===== src/rtl/fir_structs_pkg.sv =====
// Shared types and sizes for the firc transmit-side driver.
package fir_structs;

    localparam int unsigned SAMP_W        = 24;
    localparam int unsigned COEF_W        = 27;
    localparam int unsigned NUM_COEF      = 15;
    localparam int unsigned TX_FIFO_DEPTH = 8;
    localparam int unsigned HADDR_W       = 4;
    localparam int unsigned CADDR_W       = 5;

    // One complex sample, I rail in the upper half
    typedef struct packed {
        logic [SAMP_W-1:0] i;
        logic [SAMP_W-1:0] q;
    } samp_t;

    // One complex coefficient, I rail in the upper half
    typedef struct packed {
        logic [COEF_W-1:0] i;
        logic [COEF_W-1:0] q;
    } coef_t;

    typedef enum logic [1:0] {
        S_IDLE   = 2'd0,
        S_STREAM = 2'd1,
        S_LOAD   = 2'd2
    } tx_state_e;

endpackage


===== src/rtl/firc_tx_fifo.sv =====
// First-word fall-through FIFO; the head entry is visible on o_dout straight from storage.
module firc_tx_fifo #(
    parameter int unsigned W     = 48,
    parameter int unsigned DEPTH = 8
) (
    input  logic                       clk,
    input  logic                       rst,
    input  logic                       i_push,
    input  logic [W-1:0]               i_din,
    input  logic                       i_pop,
    output logic [W-1:0]               o_dout,
    output logic                       o_full,
    output logic                       o_empty,
    output logic [$clog2(DEPTH):0]     o_count
);

    localparam int unsigned AW = $clog2(DEPTH);
    localparam int unsigned CW = AW + 1;

    logic [W-1:0]  r_mem [DEPTH];
    logic [AW-1:0] r_wptr;
    logic [AW-1:0] r_rptr;
    logic [CW-1:0] r_count;
    logic          r_full;
    logic          r_empty;

    logic          w_wr;
    logic          w_rd;
    logic [CW-1:0] w_count_next;

    // A push while full is dropped even when a pop happens in the same cycle
    assign w_wr         = i_push & ~r_full;
    assign w_rd         = i_pop & ~r_empty;
    assign w_count_next = r_count + CW'(w_wr) - CW'(w_rd);

    assign o_dout  = r_mem[r_rptr];
    assign o_full  = r_full;
    assign o_empty = r_empty;
    assign o_count = r_count;

    // Storage write; contents need no reset since occupancy is tracked separately
    always_ff @(posedge clk) begin
        if (w_wr) begin
            r_mem[r_wptr] <= i_din;
        end
    end

    // Pointers wrap naturally at the power-of-two depth; flags follow the next count
    always_ff @(posedge clk or posedge rst) begin
        if (rst) begin
            r_wptr  <= '0;
            r_rptr  <= '0;
            r_count <= '0;
            r_full  <= 1'b0;
            r_empty <= 1'b1;
        end else begin
            if (w_wr) begin
                r_wptr <= r_wptr + AW'(1);
            end
            if (w_rd) begin
                r_rptr <= r_rptr + AW'(1);
            end
            r_count <= w_count_next;
            r_full  <= (w_count_next == CW'(DEPTH));
            r_empty <= (w_count_next == '0);
        end
    end

endmodule


===== src/rtl/firc_stream_tx.sv =====
// Transmit driver for firc: streams buffered samples and bursts the shadow coefficient table.
module firc_stream_tx
    import fir_structs::*;
#(
    parameter int unsigned FIFO_DEPTH = TX_FIFO_DEPTH
) (
    input  logic               clk,
    input  logic               Reset,
    input  logic               HostPushSamp,
    input  logic [SAMP_W-1:0]  HostSampI,
    input  logic [SAMP_W-1:0]  HostSampQ,
    output logic               HostStop,
    input  logic               HostCoefWe,
    input  logic [HADDR_W-1:0] HostCoefAddr,
    input  logic [COEF_W-1:0]  HostCoefI,
    input  logic [COEF_W-1:0]  HostCoefQ,
    input  logic               LoadCoef,
    output logic               CoefBusy,
    output logic               PushIn,
    input  logic               StopIn,
    output logic [SAMP_W-1:0]  SampI,
    output logic [SAMP_W-1:0]  SampQ,
    output logic               PushCoef,
    output logic [CADDR_W-1:0] CoefAddr,
    output logic [COEF_W-1:0]  CoefI,
    output logic [COEF_W-1:0]  CoefQ
);

    localparam int unsigned CW = $clog2(FIFO_DEPTH) + 1;

    tx_state_e          r_state;
    tx_state_e          w_state_next;
    logic               r_pending;
    coef_t              r_shadow [NUM_COEF];
    logic [HADDR_W-1:0] r_cidx;
    logic               r_push_coef;
    logic [CADDR_W-1:0] r_coef_addr;
    coef_t              r_coef;

    samp_t              w_head;
    samp_t              w_din;
    logic               w_full;
    logic               w_empty;
    logic [CW-1:0]      w_count;
    logic               w_push_acc;
    logic               w_pop;
    logic               w_nonempty_next;
    logic               w_busy;
    logic               w_last;
    logic               w_enter_load;
    logic [HADDR_W-1:0] w_cidx_next;

    assign w_din      = '{i: HostSampI, q: HostSampQ};
    assign w_push_acc = HostPushSamp & ~w_full;
    assign w_pop      = (r_state == S_STREAM) & ~w_empty & ~StopIn;
    assign w_busy     = r_pending | (r_state == S_LOAD);
    assign w_last     = (r_cidx == HADDR_W'(NUM_COEF - 1));

    // Occupancy after this edge, so a fresh push reaches firc one cycle later
    assign w_nonempty_next = (w_count > CW'(1)) | ((w_count == CW'(1)) & ~w_pop) | w_push_acc;

    assign PushIn   = w_pop;
    assign SampI    = w_head.i;
    assign SampQ    = w_head.q;
    assign HostStop = w_full;
    assign CoefBusy = w_busy;
    assign PushCoef = r_push_coef;
    assign CoefAddr = r_coef_addr;
    assign CoefI    = r_coef.i;
    assign CoefQ    = r_coef.q;

    firc_tx_fifo #(
        .W     ($bits(samp_t)),
        .DEPTH (FIFO_DEPTH)
    ) u_fifo (
        .clk     (clk),
        .rst     (Reset),
        .i_push  (HostPushSamp),
        .i_din   (w_din),
        .i_pop   (w_pop),
        .o_dout  (w_head),
        .o_full  (w_full),
        .o_empty (w_empty),
        .o_count (w_count)
    );

    // State register
    always_ff @(posedge clk or posedge Reset) begin
        if (Reset) begin
            r_state <= S_IDLE;
        end else begin
            r_state <= w_state_next;
        end
    end

    // Next state: a pending load preempts streaming; a burst always runs to its last address
    always_comb begin
        w_state_next = r_state;
        case (r_state)
            S_IDLE, S_STREAM: begin
                if (r_pending) begin
                    w_state_next = S_LOAD;
                end else if (w_nonempty_next) begin
                    w_state_next = S_STREAM;
                end else begin
                    w_state_next = S_IDLE;
                end
            end
            S_LOAD: begin
                if (!w_last || r_pending) begin
                    w_state_next = S_LOAD;
                end else if (w_nonempty_next) begin
                    w_state_next = S_STREAM;
                end else begin
                    w_state_next = S_IDLE;
                end
            end
            default: w_state_next = S_IDLE;
        endcase
    end

    // Output decode: burst start detection and the coefficient index for the next cycle
    always_comb begin
        w_enter_load = 1'b0;
        w_cidx_next  = r_cidx;
        if (w_state_next == S_LOAD) begin
            w_enter_load = (r_state != S_LOAD) | w_last;
            w_cidx_next  = w_enter_load ? '0 : r_cidx + HADDR_W'(1);
        end
    end

    // Load request flag; a new request on the entry edge is kept so it is not lost
    always_ff @(posedge clk or posedge Reset) begin
        if (Reset) begin
            r_pending <= 1'b0;
        end else begin
            r_pending <= LoadCoef | (r_pending & ~w_enter_load);
        end
    end

    // Shadow table; host writes are locked out while a load is pending or running
    always_ff @(posedge clk or posedge Reset) begin
        if (Reset) begin
            for (int k = 0; k < int'(NUM_COEF); k++) begin
                r_shadow[k] <= '0;
            end
        end else if (HostCoefWe && !w_busy && (HostCoefAddr < HADDR_W'(NUM_COEF))) begin
            r_shadow[HostCoefAddr] <= '{i: HostCoefI, q: HostCoefQ};
        end
    end

    // Registered coefficient burst; address and data hold their last values between bursts
    always_ff @(posedge clk or posedge Reset) begin
        if (Reset) begin
            r_cidx      <= '0;
            r_push_coef <= 1'b0;
            r_coef_addr <= '0;
            r_coef      <= '0;
        end else if (w_state_next == S_LOAD) begin
            r_cidx      <= w_cidx_next;
            r_push_coef <= 1'b1;
            r_coef_addr <= CADDR_W'(w_cidx_next);
            r_coef      <= r_shadow[w_cidx_next];
        end else begin
            r_push_coef <= 1'b0;
        end
    end

endmodule


===== config.mk =====
export PLATFORM = sky130hd
export DESIGN_NAME = firc_stream_tx
export DESIGN_NICKNAME = d
export VERILOG_FILES = /design/src/rtl/fir_structs_pkg.sv /design/src/rtl/firc_tx_fifo.sv /design/src/rtl/firc_stream_tx.sv
export SDC_FILE = /design/constraint.sdc
export NUM_CORES = 2
export LEC_CHECK = 0
export ABC_AREA = 1
export CORE_ASPECT_RATIO = 1.2
export CORE_MARGIN = 2
export CORE_UTILIZATION = 55
export DETAILED_ROUTE_END_ITERATION = 16
export PLACE_DENSITY = 0.73
export SETUP_SLACK_MARGIN = 0.15
export SYNTH_ARGS = -nofsm -noshare
export SYNTH_HDL_FRONTEND = slang
export SYNTH_HIERARCHICAL = 1
export SYNTH_SLANG_ARGS = --single-unit

===== constraint.sdc =====
create_clock -name clk -period 89.9 [get_ports clk]
set_input_delay 17.98 -clock clk [delete_from_list [all_inputs] [get_ports clk]]
set_output_delay 17.98 -clock clk [all_outputs]
set_load 0.1 [all_outputs]

==> results.py <==
metrics = {
    "global_route": {
        "grt_usage_pct": 28.1,
        "grt_max_degree": 183,
        "grtUsageMet1_pct": 35.3,
        "top_usage_layer": "met2",
        "antenna_found_initial": 11,
        "grt_pass1_wl_um": 248000,
        "use_met3_pct": 5.06,
        "overflow": 0,
        "use_met2_pct": 48.8,
        "grt_pass1_vias": 45800,
    },
    "setup_path": {
        "reg2reg_depth": 15,
        "cp_max_fo": 3,
        "cp-end-kind": "output pin",
        "cp-start-kind": "primary input",
        "critPathMaxStageDelay_ps": 1200,
        "regToRegSetupSlack_ps": 84730,
        "path_common_cell": "clkdlybuf4s50_1",
        "timing.rr.start": "r_cidx[0]$_DFFE_PP0N_",
        "cp.arrival_ps": 19880,
        "path_cells": "clkdlybuf4s50_1 -> nor3_1 -> clkdlybuf4s50_1",
        "crit_required_ps": 71920,
        "critPathSlowestCell": "clkdlybuf4s50_1",
        "r2r-end": "CoefQ[24]$_DFFE_PP0N_",
        "critical_path_class": "in2out",
    },
    "place": {
        "io_buffers": 221,
        "detailedPlace.worstSlack_ps": 52040,
        "post_dp_cell_area_um2": 61700,
        "gp_congestion": 0.780,
        "dp_hpwl_um": 78300,
        "dp_cells": 8430,
    },
    "timing": {
        "slew_headroom_pct": 22.5,
        "max_freq_mhz": 26.4,
        "maxSlewViolCount": 0,
        "finalHoldViolCount": 0,
        "period_share_pct": 42.1,
        "rsz0062_at_grt": "no",
        "whs_ps": 464,
        "setup_tns_ps": 0,
        "final.min_clock_period_ps": 37860,
        "setup_slack_ps": 52040,
        "tightest_slew_ps": 1160,
        "fin_skew_ps": 24.3,
        "setup_viol": 0,
    },
    "cts": {
        "cts_tree": "built",
        "clk_latency_ps": 770,
        "cts_buffer_depth": 3,
        "cts_resized": 0,
        "htree_levels": 4,
        "post_cts_buffers": 0,
        "numCtsBuffers": 132,
        "cts_root_buf": "clkbuf_16",
        "cts.sinks": 1268,
        "clkTransAtPathRegs_ps": 60,
        "hold_buffers": 0,
    },
    "job": {
        "cap_viol_max_count": 0,
    },
    "synth": {
        "synth_mux_area_share_pct": 0,
        "synth_fp_nets": 7381,
        "synth_seq_cells": 1268,
        "synth_top_area_cell": "dfrtp_1",
        "synth_cell_type_count": 33,
        "syn_area_per_cell_um2": 8.18,
        "synth_xor_area_share_pct": 0.0737,
        "mappedNetlistArea_um2": 59400,
        "synth_adder_area_share_pct": 0.202,
        "netlist_top_cells_area": "dfrtp_1, edfxtp_1, nand2_1",
        "yosysWarnings": 6,
        "synth_compound_area_share_pct": 6.91,
        "syn_inst": 7260,
        "synth.top_cell.area_share_pct": 37.2,
        "synth_simple_gate_area_share_pct": 26.0,
        "ys_seq_area_share_pct": 56.7,
        "synth_top_family_by_area": "simple AND/OR/NAND/NOR gates",
    },
    "final_layout": {
        "final_util_pct": 61.4,
        "fin_area_um2": 66100,
        "final_cells": 8672,
        "drive_gt1_share_pct": 4.34,
        "num-fill-cells": 9107,
        "nets": 7278,
        "syn2layout_area_growth_pct": 11.2,
    },
    "power_and_ir_drop": {
        "switchingPower_mw": 0.832,
        "power_leakage_nw": 31.2,
        "sw_frac_of_total_pct": 41.9,
        "irDropWorstVdd_mv": 0.0460,
        "clockPowerShare_pct": 27.3,
        "power_frac_comb_pct": 39.7,
        "fin_total_pwr_mw": 1.99,
        "powerDensity_nw_per_um2": 30.1,
        "intPower_mw": 1.15,
        "seq_power_share_pct": 33.0,
    },
    "floorplan": {
        "fp.dieW_um": 304,
        "start_util_pct": 55.2,
        "io_pins": 223,
        "die_h_um": 364,
        "die_area_um2": 111000,
        "rows": 132,
        "core-area_um2": 108000,
    },
    "drt": {
        "viasPerCell": 5.45,
        "dr.pass1.iters": 6,
        "routed_wl_um": 154000,
        "via_count": 47200,
        "wl_per_cell_um": 17.8,
        "drt_iter0_drc": 4777,
        "drc": 0,
        "ant_nets": 0,
    },
    "outcome": {
        "status": "finished clean",
    },
    "worst_hold_path": {
        "min_path_cells": 1,
        "hold_end": "r_state[0]$_DFF_PP0_",
        "min_path_type": "reg2reg",
        "worstHoldStart": "r_pending$_DFF_PP0_",
    },
}
[how the worst max path moves through the flow]
stage	slack, ps	to	from	cells past startpoint
floorplan	47410	CoefI[0]$_DFFE_PP0N_	Reset	1
global placement	52050	PushIn	StopIn	3
detailed placement	52040	PushIn	StopIn	3
CTS	52050	PushIn	StopIn	3
global route	52010	PushIn	StopIn	3
finish	52040	PushIn	StopIn	3
[cell type report]
cell class	count	area, um2	share of cell area [%]
Sequential cell	1268	33700	51.0
Multi-Input combinational cell	4510	20000	30.2
Clock buffer	187	3840	5.81
Inverter	959	3620	5.49
Timing Repair Buffer	286	2710	4.11
Tap cell	1407	1760	2.67
Clock inverter	53	483	0.731
Antenna cell	2	5.00	0.00758
[critical path, delay by kind of cell]
family	cells	cell delay, ps
buf+inv	2	1610
simple gates	1	290
[state kept, by name, summed over array words and instances, names as in the netlist, 2 cells and up]
signal and count:
r_shadow 810, u_fifo/r_mem 384, CoefI 27, CoefQ 27
r_cidx 4, u_fifo/o_count 4, u_fifo/r_rptr 3, u_fifo/r_wptr 3
r_state 2
[Yosys cell counts]
cell and instances:
dfstp_2 1, buf_2 218, inv_1 952, buf_1 30, nand2_1 2354, nand2_4 2
a211oi_1 1, buf_6 8, nor3b_2 1, nor2_2 3, clkbuf_1 235, inv_4 1
fa_1 1, nand3_1 1116, or2_2 1, or2_1 1, nand2_2 2, conb_1 1
edfxtp_1 384, nor3_1 3, o21ai_1 2, nand3b_1 55, xor2_1 4, dfrtp_1 883
nor2_1 138, o21ai_0 813, o21bai_1 1, o221ai_1 1, xnor2_1 1, ha_1 8
buf_4 32, nand3_2 1, inv_2 6
[routing by layer]
metal  part of all wire, %  vias up  wire length (um)
li1                      -    22700                 -
met1                    41    22600             62900
met2                    49     1566             75500
met3                   7.0      324             10800
met4                   3.1       16              4760
met5                 0.067        -               104
[cell families (layout without fill, tap and decap cells)]
group                    Yosys count  count (layout)
AO/OA/AOI/OAI                    818             818
adder cells (fa/ha/maj)            9               9
flip-flops                      1268            1268
XOR/XNOR                           5               5
buffers and inverters           1482            1485
AND/OR/NAND/NOR                 3677            3677
other                              1               3
[cells in the final DEF, fill, tap and decap left out, types with 4 or more instances in the layout]
cell / count
clkbuf_1: 30
clkdlybuf4s50_1: 221
nand3b_1: 55
nor2_1: 130
nand3_1: 1114
nor2_4: 8
clkinv_2: 22
nand2_1: 2339
buf_4: 64
bufinv_16: 5
clkinv_8: 4
o21ai_0: 813
ha_1: 8
inv_1: 950
nand2_4: 16
clkbuf_8: 18
clkinv_1: 9
clkinvlp_4: 7
inv_6: 6
edfxtp_1: 384
dfrtp_1: 880
clkbuf_16: 139
xor2_1: 4
[power by group through the flow]
stage	Clock [mW]	Combinational, mW	Sequential [mW]
2_1_floorplan	0	0.482	0.749
3_3_place_gp	0	0.775	0.665
3_5_place_dp	0	0.784	0.666
4_1_cts	0.551	0.787	0.656
5_1_grt	0.574	0.859	0.659
6_report	0.542	0.788	0.656
Note: power is estimated with default switching activity, not from simulation.
